**config.mk**
```make
export PLATFORM = sky130hd
export DESIGN_NAME = iob_ram_sp_ctrl
export DESIGN_NICKNAME = d
export VERILOG_FILES = /design/src/rtl/iob_ram_sp_ctrl.sv
export SDC_FILE = /design/constraint.sdc
export NUM_CORES = 1
export LEC_CHECK = 0
export ABC_AREA = 1
export BUFFER_PORTS_ARGS = -buffer_cell sky130_fd_sc_hd__buf_2
export CAP_MARGIN = 40
export CORE_MARGIN = 4
export CORE_UTILIZATION = 48
export CTS_CLUSTER_DIAMETER = 60
export CTS_CLUSTER_SIZE = 28
export DETAILED_ROUTE_END_ITERATION = 7
export PLACE_DENSITY = 0.81
export SYNTH_ARGS = -nofsm -noshare
export SYNTH_HDL_FRONTEND = slang
export SYNTH_SLANG_ARGS = --single-unit
```
**constraint.sdc**
```tcl
create_clock -name clk -period 2.2 [get_ports clk]
set_clock_uncertainty 0.15 [all_clocks]
set_input_delay 0.44 -clock clk [delete_from_list [all_inputs] [get_ports clk]]
set_output_delay 0.44 -clock clk [all_outputs]
set_load 0.01 [all_outputs]
```
**src/rtl/iob_ram_sp_ctrl.sv**
```systemverilog
// Request controller in front of a single-port synchronous RAM: IOb valid/ready
// requests, read-modify-write for partial strobes, optional post-reset zero sweep.
module iob_ram_sp_ctrl #(
  parameter int DATA_W = 32,
  parameter int ADDR_W = 14,
  parameter int CLEAR  = 0
) (
  input  logic                clk,
  input  logic                rst_n,
  input  logic                valid,
  input  logic [ADDR_W-1:0]   addr,
  input  logic [DATA_W-1:0]   wdata,
  input  logic [DATA_W/8-1:0] wstrb,
  output logic                ready,
  output logic [DATA_W-1:0]   rdata,
  output logic                rvalid,
  output logic                init_done,
  output logic                ram_en,
  output logic                ram_we,
  output logic [ADDR_W-1:0]   ram_addr,
  output logic [DATA_W-1:0]   ram_din,
  input  logic [DATA_W-1:0]   ram_dout
);

  localparam int STRB_W = DATA_W / 8;
  localparam logic [ADDR_W-1:0] LAST_ADDR = '1;

  typedef enum logic [1:0] {
    ST_CLR,
    ST_IDLE,
    ST_RMW
  } state_t;

  state_t              state_q, state_d;
  logic [ADDR_W-1:0]   cnt_q, cnt_d;
  logic                rvalid_q, rvalid_d;
  logic                init_done_q, init_done_d;
  logic [ADDR_W-1:0]   addr_q, addr_d;
  logic [DATA_W-1:0]   wdata_q, wdata_d;
  logic [STRB_W-1:0]   wstrb_q, wstrb_d;
  logic [DATA_W-1:0]   merged;

  // Old word arrives on ram_dout during the RMW cycle; overlay the latched bytes.
  always_comb begin
    merged = ram_dout;
    for (int unsigned i = 0; i < STRB_W; i++) begin
      if (wstrb_q[i]) merged[i*8 +: 8] = wdata_q[i*8 +: 8];
    end
  end

  always_comb begin
    state_d     = state_q;
    cnt_d       = cnt_q;
    rvalid_d    = 1'b0;
    init_done_d = init_done_q;
    addr_d      = addr_q;
    wdata_d     = wdata_q;
    wstrb_d     = wstrb_q;
    ready       = 1'b0;
    ram_en      = 1'b0;
    ram_we      = 1'b0;
    ram_addr    = addr;
    ram_din     = wdata;

    unique case (state_q)
      ST_CLR: begin
        ram_en   = 1'b1;
        ram_we   = 1'b1;
        ram_addr = cnt_q;
        ram_din  = '0;
        if (cnt_q == LAST_ADDR) begin
          state_d     = ST_IDLE;
          init_done_d = 1'b1;
        end else begin
          cnt_d = cnt_q + 1'b1;
        end
      end
      ST_IDLE: begin
        ready = 1'b1;
        if (valid) begin
          ram_en = 1'b1;
          if (wstrb == '0) begin
            rvalid_d = 1'b1;
          end else if (wstrb == '1) begin
            ram_we = 1'b1;
          end else begin
            addr_d  = addr;
            wdata_d = wdata;
            wstrb_d = wstrb;
            state_d = ST_RMW;
          end
        end
      end
      ST_RMW: begin
        ram_en   = 1'b1;
        ram_we   = 1'b1;
        ram_addr = addr_q;
        ram_din  = merged;
        state_d  = ST_IDLE;
      end
      default: state_d = ST_IDLE;
    endcase

    // Reset cycle must not touch the RAM, even mid-RMW.
    if (!rst_n) begin
      ready  = 1'b0;
      ram_en = 1'b0;
      ram_we = 1'b0;
    end
  end

  always_ff @(posedge clk) begin
    if (!rst_n) begin
      state_q     <= (CLEAR != 0) ? ST_CLR : ST_IDLE;
      cnt_q       <= '0;
      rvalid_q    <= 1'b0;
      init_done_q <= (CLEAR == 0);
      addr_q      <= '0;
      wdata_q     <= '0;
      wstrb_q     <= '0;
    end else begin
      state_q     <= state_d;
      cnt_q       <= cnt_d;
      rvalid_q    <= rvalid_d;
      init_done_q <= init_done_d;
      addr_q      <= addr_d;
      wdata_q     <= wdata_d;
      wstrb_q     <= wstrb_d;
    end
  end

  assign rvalid    = rvalid_q;
  assign rdata     = ram_dout;
  assign init_done = init_done_q;

endmodule

```
Word-level counts from Yosys, hierarchy flattened

Index checks and enable logic that the tools add are counted.

Bits in registers: 67
Word-level logic and storage cells: 47
Bits of input ports: 85
Output and inout port bits: 83

Bitwise gates (word level): 3
$add $sub $neg: 1
Reduce and logical (&&, ||, !) cells: 7
Muxes and demuxes: 22
Equality and inequality tests: 8

Operator list:

| kind                    | count |
|---|---|
| $pmux W32 S2            | 1 |
| $mux W8                 | 4 |
| $pmux W14 S2            | 1 |
| $add A14 B1 Y14 const B | 1 |
| $eq A14 B14 Y1 const B  | 1 |
| $mux W1                 | 9 |
| $mux W2                 | 4 |
| $ne A2 B2 Y1 const B    | 4 |
| $reduce_and A4 Y1       | 2 |
| $eq A4 B4 Y1 const B    | 1 |
| $logic_not A4 Y1        | 1 |
| $pmux W1 S2             | 2 |
| $pmux W2 S2             | 1 |
| $not A1 Y1              | 3 |
| $reduce_and A3 Y1       | 1 |
| $eq A2 B1 Y1 const B    | 1 |
| $eq A2 B2 Y1 const B    | 1 |
| $logic_not A2 Y1        | 1 |
| $reduce_and A2 Y1       | 1 |
| $reduce_or A2 Y1        | 1 |

Depth between registers and ports, before layout

Gate-level depths: netlist of run 1.

Word-level depth: 6
Mapped depth: 9
Gate-level depth less buffers: 9

Worst setup path before layout of run 1

No wires, ideal clock.

Path type: in2out
Start: input port rst_n
End: output port ready
Slack: 377 ps
Data required time: 1610 ps
Arrival: 1233 ps
Cell stages on the path: 4
Path through: clkbuf_1 -> clkinv_1 -> clkbuf_1 -> nor2_1

Word-level cells in the longest chain between the ends: 1

Ends and longest elaborated chain:

| what        | RTL line | text |
|---|---|---|
| from (decl) | 9        | `input logic rst_n,` |
| $mux W1     | 105      | `if (!rst_n) begin` |
| to (decl)   | 14       | `output logic ready,` |

Every way passes these cells.

Worst setup path after layout of run 1

Start: register state_q[0]
End: output port ram_din[29]

Word-level cells in the longest chain between the ends: 2
Elaborated cells on any way between the ends: 3
Classes of those cells: eq/ne: 1; mux: 1; reduce/logical: 1

Ends and longest elaborated chain:

| what                                                    | RTL line | text |
|---|---|---|
| from (decl)                                             | 34       | `state_t state_q, state_d;` |
| from (signal assigned)                                  | 114      | `state_q <= (CLEAR != 0) ? ST_CLR : ST_IDLE;` |
| from (signal assigned)                                  | 122      | `state_q <= state_d;` |
| $eq A2 B2 Y1 / $logic_not A2 Y1 (equally long branches) | 65       | `unique case (state_q)` |
| $pmux W32 S2 (*)                                        | 65       |  |
| to (decl)                                               | 21       | `output logic [DATA_W-1:0] ram_din,` |

Mark *: on every way between the ends. The rest lies on a longest branch, timed or not.

==> results of run 1 <==
==> layer usage <==
metal / GRT usage (%) / routed length, µm / vias to the layer above
met5: 0 / 0 / -
met4: 9.40 / 199 / 0
met3: 5.34 / 851 / 21
met2: 41.9 / 5750 / 178
met1: 26.5 / 4380 / 1996
li1: - / - / 2105
==> worst max path at each step <==
stage	startpoint	endpoint	slack (ps)
2_1_floorplan	rst_n	ready	380
3_3_place_gp	state_q[0]	ram_din[21]	400
3_5_place_dp	state_q[0]	ram_din[21]	350
4_1_cts	wstrb_q[1]	ram_din[8]	7
5_1_grt	state_q[0]	ram_din[10]	-10
6_report	state_q[0]	ram_din[29]	90
==> critical path, cell delays in order, from the launching register on <==
cell and delay [ps]:
dfxtp_2 360, inv_1 80, nand2_1 70, buf_4 220, o31ai_1 270, buf_2 180
==> Yosys cell counts <==
cell type / instances / area, µm²
nand2_2: 2 / 12.5
o221ai_1: 9 / 78.8
ha_1: 1 / 12.5
xor2_1: 4 / 35.0
a21oi_1: 59 / 295
buf_1: 4 / 15.0
o211ai_1: 3 / 22.5
conb_1: 1 / 3.75
buf_4: 36 / 270
inv_2: 2 / 7.51
o21ai_0: 24 / 120
nor2_2: 1 / 6.26
nand2_1: 159 / 597
buf_2: 7 / 35.0
nand3_2: 1 / 10.0
nor3_1: 2 / 10.0
clkinv_1: 5 / 18.8
dfxtp_1: 67 / 1340
o31ai_1: 32 / 240
a22oi_1: 2 / 15.0
nor4_1: 1 / 6.26
buf_6: 1 / 11.3
clkbuf_1: 16 / 60.1
nor2_1: 89 / 334
nor2_4: 1 / 11.3
nand4_1: 6 / 37.5
nand3_1: 8 / 40.0
inv_1: 33 / 124
==> flip-flops by register name, indices dropped and copies added, names as in the netlist <==
| register | cells |
|---|---|
| cnt_q | 14 |
| rvalid | 1 |
| wdata_q | 32 |
| wstrb_q | 4 |
| state_q | 2 |
| addr_q | 14 |
==> power breakdown <==
part / internal, mW / leakage (nW) / switching, mW
sequential: 1.30 / 0.549 / 0.0545
combinational: 0.287 / 1.58 / 0.463
clock: 0.530 / 0.0977 / 0.456
==> repair_timing <==
| item | CTS | global route |
|---|---|---|
| setup endpoints to repair | 2 | 23 |
| setup buffers | 0 | 0 |
| cloned | 0 | 0 |
| gates resized for setup | 2 | 10 |
| pin swaps | 0 | 0 |
==> cell families after synthesis <==
family	count (synthesis)	share of synthesized area, %
buffers and inverters	104	14.4
XOR/XNOR	4	0.929
AO/OA/AOI/OAI	129	20.5
flip-flops	67	35.6
AND/OR/NAND/NOR	270	28.2
other	1	0.0994
adder cells (fa/ha/maj)	1	0.332
==> per-stage QoR <==
stage | setup WS (ps) | area, µm²
2_1_floorplan | 377 | 3770
3_3_place_gp | 395 | 4420
3_5_place_dp | 354 | 4420
4_1_cts | 7.17 | 4630
5_1_grt | -13.5 | 4670
6_report | 92.3 | 4670
==> area by class of cell <==
class                           instances  area, µm²  area share, %
Clock buffer                           13        179           3.83
Clock inverter                          3       20.0          0.429
Inverter                               40        161           3.46
Multi-Input combinational cell        405       1920           41.1
Sequential cell                        67       1350           28.8
Tap cell                              102        128           2.73
Timing Repair Buffer                  177        917           19.6
==> impl_metrics.csv, run 1 <==
group,metric,value,unit
detailed_routing,drt_iter0_drc,236,
power,p_per_area,661,mW/mm²
logic_synthesis,synth.distinct_cells,28,
timing,maxSlewViolCount,0,
detailed_routing,drcViolationCount,0,
worst_setup_path,rr_worst_depth,8,
timing,min_period,2110,ps
logic_synthesis,syn_nets,662,
clocking,clk_latency,340,ps
detailed_routing,finalWirelength,11200,µm
logic_synthesis,syn_inst,576,
layout,finalNonFillerCells,807,
layout,post-route-util,60.7,%
hold_path,min_path_type,"input port to flop",
layout,mostFrequentLayoutCells,"166 x buf_2, 159 x nand2_1, 89 x nor2_1, 64 x dfxtp_1, 59 x a21oi_1",
worst_setup_path,endpoint_kind,"output pin",
logic_synthesis,synth.avg_cell_area,6.55,µm²
timing,tns,0,ps
floorplan,die_y,96.6,µm
floorplan,core_area,0.00769,mm²
grt,grt_pass1_vias,4028,
detailed_routing,dr.pass1.iters,5,
clocking,clk_pin_slew,70,ps
power,power,3.09,mW
layout,area_delta_synth_final,23.8,%
place,hpwl,8220,µm
timing,hold-worst-slack,205,ps
detailed_routing,vias_per_cell,5.33,
place,gp_congestion,0.945,
floorplan,rows,32,
power,leakage,2.22,nW
floorplan,die_w,96.6,µm
place,portBuffers,166,
worst_setup_path,required,1610,ps
timing,maxSlewHeadroom,54.6,%
logic_synthesis,synth_area,0.00377,mm²
clocking,htreeDepth,3,
grt,antenna_found_initial,0,
timing,fmax,0.474,GHz
hold_path,min-delay-start,"wdata[19]",
run_status,status,"finished, final reports clean",
timing,tightest_slew,678,ps
power,ir_drop,0.000409,V
clocking,cts_tree,"yes",
grt,grt_max_degree,43,
detailed_routing,ant_nets,0,
grt,grt-ovfl-total,0,
floorplan,ioPinCount,168,
timing,setup_viol,0,
grt,grt_pass1_wl,18400,µm
worst_setup_path,r2r-start,"cnt_q[0]",
floorplan,dieArea,0.00934,mm²
worst_setup_path,cp-start-kind,"flop",
clocking,cts_buffers,9,
logic_synthesis,ys_ff_latch,67,
worst_setup_path,rrSetupSlack,340,ps
detailed_routing,wire_per_inst,13.8,µm
floorplan,initial_utilization,49.1,%
layout,final_common_cell,"buf_2",
detailed_routing,num_vias,4300,
worst_setup_path,crit_fanout,19,
run,cap_violations,0,
logic_synthesis,ys_seq_area_share,35.6,%
hold_path,worstHoldEndpoint,"wdata_q[19]",
clocking,root_buffer,"clkbuf_8",
timing,finalHoldViolCount,0,
place,place_inst,791,
grt,grt_use_total,23.3,%
clocking,hold_buffers,0,
worst_setup_path,timing.rr.end,"cnt_q[11]",
layout,antennaDiodeCount,0,
timing,period_share,95.8,%
layout,drive_above_1_share,30.1,%
layout,layout.nets,786,
logic_synthesis,synth_warnings,0,
worst_setup_path,worst-setup-path-type,"flop to output pin",
hold_path,worstHoldPathCells,3,
worst_setup_path,arrival,1520,ps
layout,n_fill_cell,749,
clocking,cts_sinks,67,
clocking,clockBufferDepth,2,
No activity file was read; power rests on OpenSTA's default activity.
==> run 2: changes to the inputs <==
- ABC_CLOCK_PERIOD_IN_PS: not set -> 2200
- RECOVER_POWER: not set -> 50
- SLEW_MARGIN: not set -> 0
==> impl_metrics.csv, run 2 (synthesis gave the netlist of run 1 again) <==
group,metric,value,unit
worst_setup_path,critical_path.max_stage_delay,470,ps
floorplan,die_y,96.6,µm
detailed_routing,num_vias,4285,
detailed_routing,dr.pass1.iters,5,
worst_setup_path,crit_family,"buffers and inverters",
floorplan,initial_utilization,49.1,%
hold_path,min_path_type,"input port to flop",
grt,grt_use_total,23.3,%
layout,stdcell_area,0.00461,mm²
timing,finalHoldViolCount,0,
detailed_routing,drcViolationCount,0,
worst_setup_path,crit_slowest_cell,"clkbuf_1",
timing,tns,0,ps
clocking,cts_sinks,67,
grt,grt_pass1_wl,18400,µm
layout,largest_reg_flops,32,
clocking,root_buffer,"clkbuf_8",
worst_setup_path,crit_fanout,15,
clocking,clk_pin_slew,70,ps
floorplan,rows,32,
clocking,post-cts-setup-buffer-count,0,
detailed_routing,wire_per_inst,13.9,µm
clocking,clk_latency,340,ps
timing,maxSlewHeadroom,42.2,%
worst_setup_path,worstPathCellList,"clkbuf_1, o21ai_0, a21oi_1, buf_2",
worst_setup_path,worst-setup-path-type,"input port to output pin",
power,ir_drop,0.000409,V
grt,grt_pass1_vias,4028,
detailed_routing,vias_per_cell,5.31,
power,p_per_area,668,mW/mm²
place,post_dp_cell_area,0.00442,mm²
grt,grt-ovfl-total,0,
layout,antennaDiodeCount,0,
place,hpwl,8220,µm
timing,setup_viol,0,
run,cap_violations,0,
grt,grt_max_degree,43,
power,leakage,2.12,nW
layout,area_delta_synth_final,22.2,%
worst_setup_path,path_buf_inv,2,
grt,antenna_found_initial,0,
worst_setup_path,cp-start-kind,"input port",
worst_setup_path,endpoint_kind,"output pin",
timing,min_period,2160,ps
floorplan,core_area,0.00769,mm²
layout,top_regs,"wdata_q (32), addr_q (14), cnt_q (14)",
layout,layout.nets,786,
run_status,status,"finished, final reports clean",
timing,period_share,98.4,%
detailed_routing,finalWirelength,11200,µm
timing,tightest_slew,867,ps
floorplan,die_w,96.6,µm
timing,maxSlewViolCount,0,
worst_setup_path,required,1610,ps
layout,drive_above_1_share,24.7,%
clocking,cts_buffers,9,
clocking,cts_tree,"yes",
detailed_routing,ant_nets,0,
timing,hold-worst-slack,203,ps
timing,fmax,0.462,GHz
detailed_routing,drt_iter0_drc,227,
layout,final_common_cell,"nand2_1",
place,post-place-ws,354,ps
floorplan,dieArea,0.00934,mm²
place,gp_congestion,0.945,
layout,mostFrequentLayoutCells,"160 x nand2_1, 131 x buf_2, 90 x nor2_1, 64 x dfxtp_1, 59 x a21oi_1",
place,portBuffers,166,
timing,setup_ws,35.2,ps
worst_setup_path,arrival,1570,ps
power,power,3.08,mW
layout,top_register,"wdata_q",
floorplan,ioPinCount,168,
clocking,htreeDepth,3,
clocking,clockBufferDepth,2,
## run 2: cell types whose count changed in the layout (fill, tap and decap cells not counted)
| cell | before | now |
|---|---|---|
| nand3_1 | 8 | 9 |
| buf_2 | 166 | 131 |
| nor2_1 | 89 | 90 |
| buf_4 | 10 | 7 |
| nand3_2 | 1 | 0 |
| clkbuf_1 | 0 | 35 |
| clkbuf_2 | 0 | 3 |
| nand2_1 | 159 | 160 |
| nor2_2 | 1 | 0 |
| nand2_2 | 2 | 1 |
## run 2: timing repair
action,in CTS,in global routing
endpoints found under the setup margin,2,23
gates resized for setup,2,10
hold buffers,0,0
## run 2: worst paths after layout
check / endpoint / startpoint / slack, ps / cells past startpoint
setup reg to reg: wdata_q[24] / state_q[1] / 290 / 8
hold / removal: wdata_q[19] / wdata[19] / 200 / 3
setup / recovery: ram_we / rst_n / 40 / 4
hold reg to reg: addr_q[8] / addr_q[8] / 300 / 2
## run 2: per-stage QoR
| stage | std cells | utilization [%] |
|---|---|---|
| 2_1_floorplan | 576 | - |
| 3_3_place_gp | 791 | 57.5 |
| 3_5_place_dp | 791 | 57.5 |
| 4_1_cts | 807 | 60.2 |
| 5_1_grt | 807 | 59.9 |
| 6_report | 807 | 59.9 |
## run 2: final cells by class
cell class | count | area, µm²
clock inverter | 3 | 20.0
sequential | 67 | 1350
multi-input combinational | 405 | 1910
fill | 770 | 3080
clock buffer | 13 | 179
timing repair buffer | 177 | 866
inverter | 40 | 161
tap | 102 | 128
## run 2: worst reg2reg max path, cell delays in order, from the launching register on
cell,delay (ps)
dfxtp_1,390
inv_1,60
nand2_1,100
nor2_1,70
nand3_1,130
buf_4,240
clkbuf_2,410
nand2_1,90
a21oi_1,180
## run 2: per-layer routing
| metal | vias to the layer above | track usage [%] | wire, µm | part of all wire (%) |
|---|---|---|---|---|
| li1 | 2104 | - | - | - |
| met5 | - | 0 | 0 | 0 |
| met2 | 178 | 41.9 | 5690 | 51 |
| met4 | 0 | 9.40 | 242 | 2.2 |
| met3 | 25 | 5.34 | 790 | 7.0 |
| met1 | 1978 | 26.5 | 4510 | 40 |
## run 2: power by group
group | internal (mW) | switching [mW]
clock | 0.530 | 0.459
sequential | 1.30 | 0.0538
combinational | 0.273 | 0.462
total | 2.10 | 0.975
